==> config.mk <==
export PLATFORM = sky130hd
export DESIGN_NAME = vnu3_iter_rqst_ctrl
export DESIGN_NICKNAME = d
export VERILOG_FILES = /design/src/rtl/vnu3_iter_rqst_ctrl.sv
export SDC_FILE = /design/constraint.sdc
export NUM_CORES = 1
export LEC_CHECK = 0
export ABC_CLOCK_PERIOD_IN_PS = 2600
export CAP_MARGIN = 5
export CORE_MARGIN = 2
export CORE_UTILIZATION = 51
export DETAILED_ROUTE_END_ITERATION = 12
export PLACE_DENSITY = 0.85
export SLEW_MARGIN = 20
export SYNTH_ARGS = -nofsm -noshare
export SYNTH_HDL_FRONTEND = slang
export SYNTH_SLANG_ARGS = --single-unit
==> constraint.sdc <==
create_clock -name sys_clk -period 2.6 [get_ports sys_clk]
set_input_delay 0.26 -clock sys_clk [delete_from_list [all_inputs] [get_ports sys_clk]]
set_output_delay 0.26 -clock sys_clk [all_outputs]
set_load 0.05 [all_outputs]
==> src/rtl/vnu3_iter_rqst_ctrl.sv <==
// VNU3 IB-RAM iteration request controller.
// Sequences decode iterations off the writer busy code.
module vnu3_iter_rqst_ctrl #(
   parameter int MAX_ITER   = 10,
   parameter int TIMEOUT    = 256,
   parameter int ITER_WIDTH = $clog2(MAX_ITER + 1)
) (
   input  logic                  sys_clk,
   input  logic                  rstn,
   input  logic                  decode_start,
   input  logic                  decode_abort,
   input  logic                  syndrome_valid,
   input  logic                  syndrome_pass,
   input  logic [1:0]            wr_busy,
   output logic                  iter_rqst,
   output logic                  iter_termination,
   output logic [ITER_WIDTH-1:0] iter_cnt,
   output logic                  decode_done,
   output logic                  decode_fail,
   output logic                  timeout_err,
   output logic [2:0]            state
);

   localparam logic [2:0] S_IDLE    = 3'b000;
   localparam logic [2:0] S_RQST    = 3'b001;
   localparam logic [2:0] S_RELEASE = 3'b010;
   localparam logic [2:0] S_DECODE  = 3'b011;
   localparam logic [2:0] S_TERM    = 3'b100;
   localparam logic [2:0] S_DRAIN   = 3'b101;

   localparam int WD_W = (TIMEOUT > 2) ? $clog2(TIMEOUT) : 1;
   localparam logic [WD_W-1:0] WD_LAST = WD_W'(TIMEOUT - 2);
   localparam logic [ITER_WIDTH-1:0] ITER_LAST = ITER_WIDTH'(MAX_ITER - 1);

   logic [2:0]      state_nxt;
   logic [WD_W-1:0] wdog;
   logic            in_wd;
   logic            wd_hit;
   logic            start_ok;
   logic            conv;
   logic            rqst_d;
   logic            term_d;
   logic            done_d;

   // Watchdog fires on the edge where it would reach TIMEOUT-1.
   assign in_wd    = (state == S_RQST) || (state == S_RELEASE);
   assign wd_hit   = in_wd && (wdog == WD_LAST);
   assign start_ok = (state == S_IDLE) && decode_start;
   assign conv     = (state == S_DECODE) && !decode_abort &&
                     syndrome_valid && syndrome_pass;

   // State register.
   always_ff @(posedge sys_clk or negedge rstn) begin
      if (!rstn) state <= S_IDLE;
      else       state <= state_nxt;
   end

   // Next-state: abort first, then watchdog, then normal handshake.
   always_comb begin
      state_nxt = state;
      unique case (state)
         S_IDLE: begin
            if (decode_start) state_nxt = S_RQST;
         end
         S_RQST: begin
            if (decode_abort || wd_hit) state_nxt = S_TERM;
            else if (wr_busy == 2'b10)  state_nxt = S_RELEASE;
         end
         S_RELEASE: begin
            if (decode_abort || wd_hit) state_nxt = S_TERM;
            else if (wr_busy == 2'b00)  state_nxt = S_DECODE;
         end
         S_DECODE: begin
            if (decode_abort) state_nxt = S_TERM;
            else if (syndrome_valid) begin
               if (syndrome_pass || iter_cnt == ITER_LAST)
                  state_nxt = S_TERM;
               else
                  state_nxt = S_RQST;
            end
         end
         S_TERM:  state_nxt = S_DRAIN;
         S_DRAIN: begin
            if (wr_busy == 2'b00) state_nxt = S_IDLE;
         end
         default: state_nxt = S_IDLE;
      endcase
   end

   // Output decode from the next state so the outputs come off flops.
   always_comb begin
      rqst_d = (state_nxt == S_RQST);
      term_d = (state_nxt == S_TERM);
      done_d = (state == S_DRAIN) && (state_nxt == S_IDLE);
   end

   // Output registers.
   always_ff @(posedge sys_clk or negedge rstn) begin
      if (!rstn) begin
         iter_rqst        <= 1'b0;
         iter_termination <= 1'b0;
         decode_done      <= 1'b0;
      end else begin
         iter_rqst        <= rqst_d;
         iter_termination <= term_d;
         decode_done      <= done_d;
      end
   end

   // Watchdog restarts on every entry into RQST or RELEASE.
   always_ff @(posedge sys_clk or negedge rstn) begin
      if (!rstn)
         wdog <= '0;
      else if (state_nxt != state &&
               (state_nxt == S_RQST || state_nxt == S_RELEASE))
         wdog <= '0;
      else if (in_wd)
         wdog <= wdog + 1'b1;
   end

   // Iteration index: cleared on start, bumped on each re-request.
   always_ff @(posedge sys_clk or negedge rstn) begin
      if (!rstn)
         iter_cnt <= '0;
      else if (start_ok)
         iter_cnt <= '0;
      else if (state == S_DECODE && state_nxt == S_RQST)
         iter_cnt <= iter_cnt + 1'b1;
   end

   // Sticky status: fail unless terminated by a converged syndrome.
   always_ff @(posedge sys_clk or negedge rstn) begin
      if (!rstn) begin
         decode_fail <= 1'b0;
         timeout_err <= 1'b0;
      end else if (start_ok) begin
         decode_fail <= 1'b0;
         timeout_err <= 1'b0;
      end else begin
         if (state_nxt == S_TERM)
            decode_fail <= !conv;
         if (wd_hit && !decode_abort)
            timeout_err <= 1'b1;
      end
   end

endmodule
==> results by group <==
Route
  • ANT nets after route: 0
  • Routed WL: 2.51 mm
  • DR vias/cell: 5.84
  • 1st-iter DRT viols: 14
  • Drt wl/cell: 15.3 µm
  • DR vias: 958
  • First-pass DRT Iterations: 4
  • Drt drc: 0

Clock network
  • CTS tree: yes
  • CTS sink count: 20
  • CTS buffer count: 3
  • Post-CTS setup buffers: 0
  • Clock latency on the worst-skew pair: 310 ps
  • H-Tree Depth: 1
  • Clk root buf: clkbuf_4
  • Clock Path Buffers: 2
  • Clock slew at reported path FFs: 120 ps

GRT
  • Gr ovfl total: 0
  • Largest net degree at the start of global routing: 21
  • Vias in the first global route: 945
  • Global Route Usage Sum: 0.219
  • Global-route wire length before repair: 4.24 mm
  • Initial antenna violation count: 0

Logic synthesis
  • Top cells by area, synth: dfrtp_1 (44%), xnor2_1 (5.4%), nor2_1 (4.9%)
  • Yosys Warn Count: 0
  • Post-synth EDFFs: 0
  • Top_reg_cell synth: dfrtp_1
  • Ys async rst share: 1.00
  • Top-area cell type share of the netlist area: 0.438
  • Post-Syn Instances: 114
  • Seq/Total Area, Yosys: 0.438
  • Syn Nets: 126
  • Distinct cells, synth: 37
  • Avg Synthesized Cell Area: 10.0 µm²
  • FF+latch count, synth: 20
  • Mapped cell area: 0.00114 mm²
  • Dominant cell type by area after synthesis: dfrtp_1

Setup path
  • Data arrival, critical path: 2640 ps
  • CP bufs+invs: 0
  • CP max stage delay: 520 ps
  • Critical path peak fanout: 11
  • Crit-path cells: xnor2_1 > or3_4 > nor3_1 > o21ai_0 > a211o_1 > a221oi_2
  • Critical-path top delay cell: dfrtp_1
  • Crit. End Element: flip-flop
  • R2R Path Start: state[0]$_DFF_PN0_
  • Setup Crit Path Kind: reg -> reg
  • Required @ worst endpoint: 2830 ps
  • Worst setup SP type: flip-flop
  • Reg-to-reg endpoint: wdog[1]$_DFFE_PN0P_
  • WP depth: 6
  • CP delay by family, top: compound AO/OA/AOI/OAI gates
  • R2r setup slk: 190 ps
  • Cell count of the worst reg-to-reg path: 6

Min path
  • Min-Delay Path Class: in -> async

Pwr
  • Lkg Pwr: 0.600 nW
  • Switching share of power: 0.441
  • Internal power: 0.805 mW
  • Pwr dens: 1020 mW/mm²
  • Clk pwr share: 0.179
  • Switching pwr: 0.634 mW
  • Comb pwr share: 0.489
  • Pwr Total: 1.44 mW
  • Peak supply drop: 0.000676 V
  • Seq pwr share: 0.331

Placement
  • GP Congestion: 0.848
  • Placed Area: 0.00136 mm²
  • PortBufs: 19
  • Post-DP HPWL: 1.73 mm

Finish
  • Synth-to-Final Area Change: 24.1%
  • Most common cell after layout, fill and taps aside: dfrtp_1
  • Antenna Cells: 0
  • Final Cell Area: 0.00142 mm²
  • Commonest non-fill, non-tap cells in the layout: dfrtp_1 (20), clkdlybuf4s50_1 (19), nor2_1 (14)
  • Total Nets Final: 149
  • Layout cells sized above 1: 0.0956

Timing
  • Fin. max-slew vios: 0
  • Fin. Hold Viols: 0
  • Hold Slack: 428 ps
  • Part of the cycle the worst path needs: 0.928
  • Peak Freq: 0.414 GHz
  • Final setup vio count: 0
  • Slew HR: 0.418
  • Setup tns final: 0 ps
  • RSZ-0062 raised after global routing: no
  • Final critical-path required period: 2410 ps
  • Worst slew pin tran: 870 ps
  • Setup Skew: 2.48 ps

Die
  • Starting Density: 0.527
  • Number of I/O pins: 20
  • Row Count: 17
  • Core area: 0.00217 mm²
  • DIE HEIGHT: 51.3 µm
  • Die ar.: 0.00263 mm²
  • Die Wd: 51.3 µm

Run
  • Max-Cap Viols: 0

Status
  • Status: finished, final reports clean
==> synth_stat cells (2+ instances only) <==
| cell type | count |
|---|---|
| nor2_1 | 15 |
| a21oi_1 | 7 |
| nand2b_1 | 2 |
| nand3_1 | 5 |
| nor3_1 | 6 |
| buf_4 | 2 |
| a211oi_1 | 2 |
| a211o_1 | 2 |
| xnor2_1 | 7 |
| ha_1 | 4 |
| nand2_1 | 4 |
| nand4_1 | 3 |
| a31oi_1 | 2 |
| xor2_1 | 4 |
| inv_1 | 7 |
| dfrtp_1 | 20 |
| or3b_1 | 2 |
==> metal layers <==
layer	vias to the layer above	part of all wire	track usage
met4	0	0.022	0.118
met2	30	0.49	0.353
met1	468	0.43	0.276
met3	7	0.051	0.0439
met5	-	0	0
li1	453	-	-
==> timing repair <==
action,in CTS,in global routing
gates resized for setup,0,1
hold buffers,0,0
endpoints found under the setup margin,0,1
==> final cells by class <==
class	instances	area, µm²
inverters	7	26.3
well taps	28	35.0
multi-input cells	84	598
fillers	173	752
flip-flops and latches	20	500
repair buffers	21	205
clock buffers	3	22.5
clock inverters	1	30.0
==> power by group through the flow <==
stage	clock network [mW]	logic, mW	registers [mW]
6_report	0.258	0.704	0.477
5_1_grt	0.271	0.766	0.488
2_1_floorplan	0	0.385	0.597
4_1_cts	0.259	0.705	0.476
3_5_place_dp	0	0.697	0.485
3_3_place_gp	0	0.679	0.476
==> metrics by stage <==
stage	util	worst slack [ps]	std cells
2_1_floorplan	-	142	114
3_3_place_gp	0.628	194	160
3_5_place_dp	0.628	137	160
4_1_cts	0.652	172	164
5_1_grt	0.653	63.0	164
6_report	0.653	186	164
==> state kept, by name (all words and copies together) (netlist names) <==
register / flops
iter_rqst: 1
decode_fail: 1
iter_termination: 1
decode_done: 1
state: 3
wdog: 8
iter_cnt: 4
timeout_err: 1
==> cells by family (layout without fill, tap and decap cells) <==
group	Yosys count	after routing	synth area share
AO/OA/AOI/OAI	22	22	0.165
XOR/XNOR	11	11	0.0843
adder cells (fa/ha/maj)	4	4	0.0438
buffers and inverters	10	32	0.0405
flip-flops	20	20	0.438
multiplexers	1	1	0.00986
AND/OR/NAND/NOR	46	46	0.218
==> worst max-delay path by stage <==
| stage | startpoint | to |
|---|---|---|
| finish | state[0]$_DFF_PN0_ | wdog[1]$_DFFE_PN0P_ |
| global route | state[0]$_DFF_PN0_ | wdog[1]$_DFFE_PN0P_ |
| CTS | wdog[0]$_DFFE_PN0P_ | wdog[1]$_DFFE_PN0P_ |
| detailed placement | decode_abort | wdog[1]$_DFFE_PN0P_ |
| global placement | decode_abort | wdog[1]$_DFFE_PN0P_ |
| floorplan | state[1]$_DFF_PN0_ | wdog[1]$_DFFE_PN0P_ |
(Power assumes the default switching activity.)
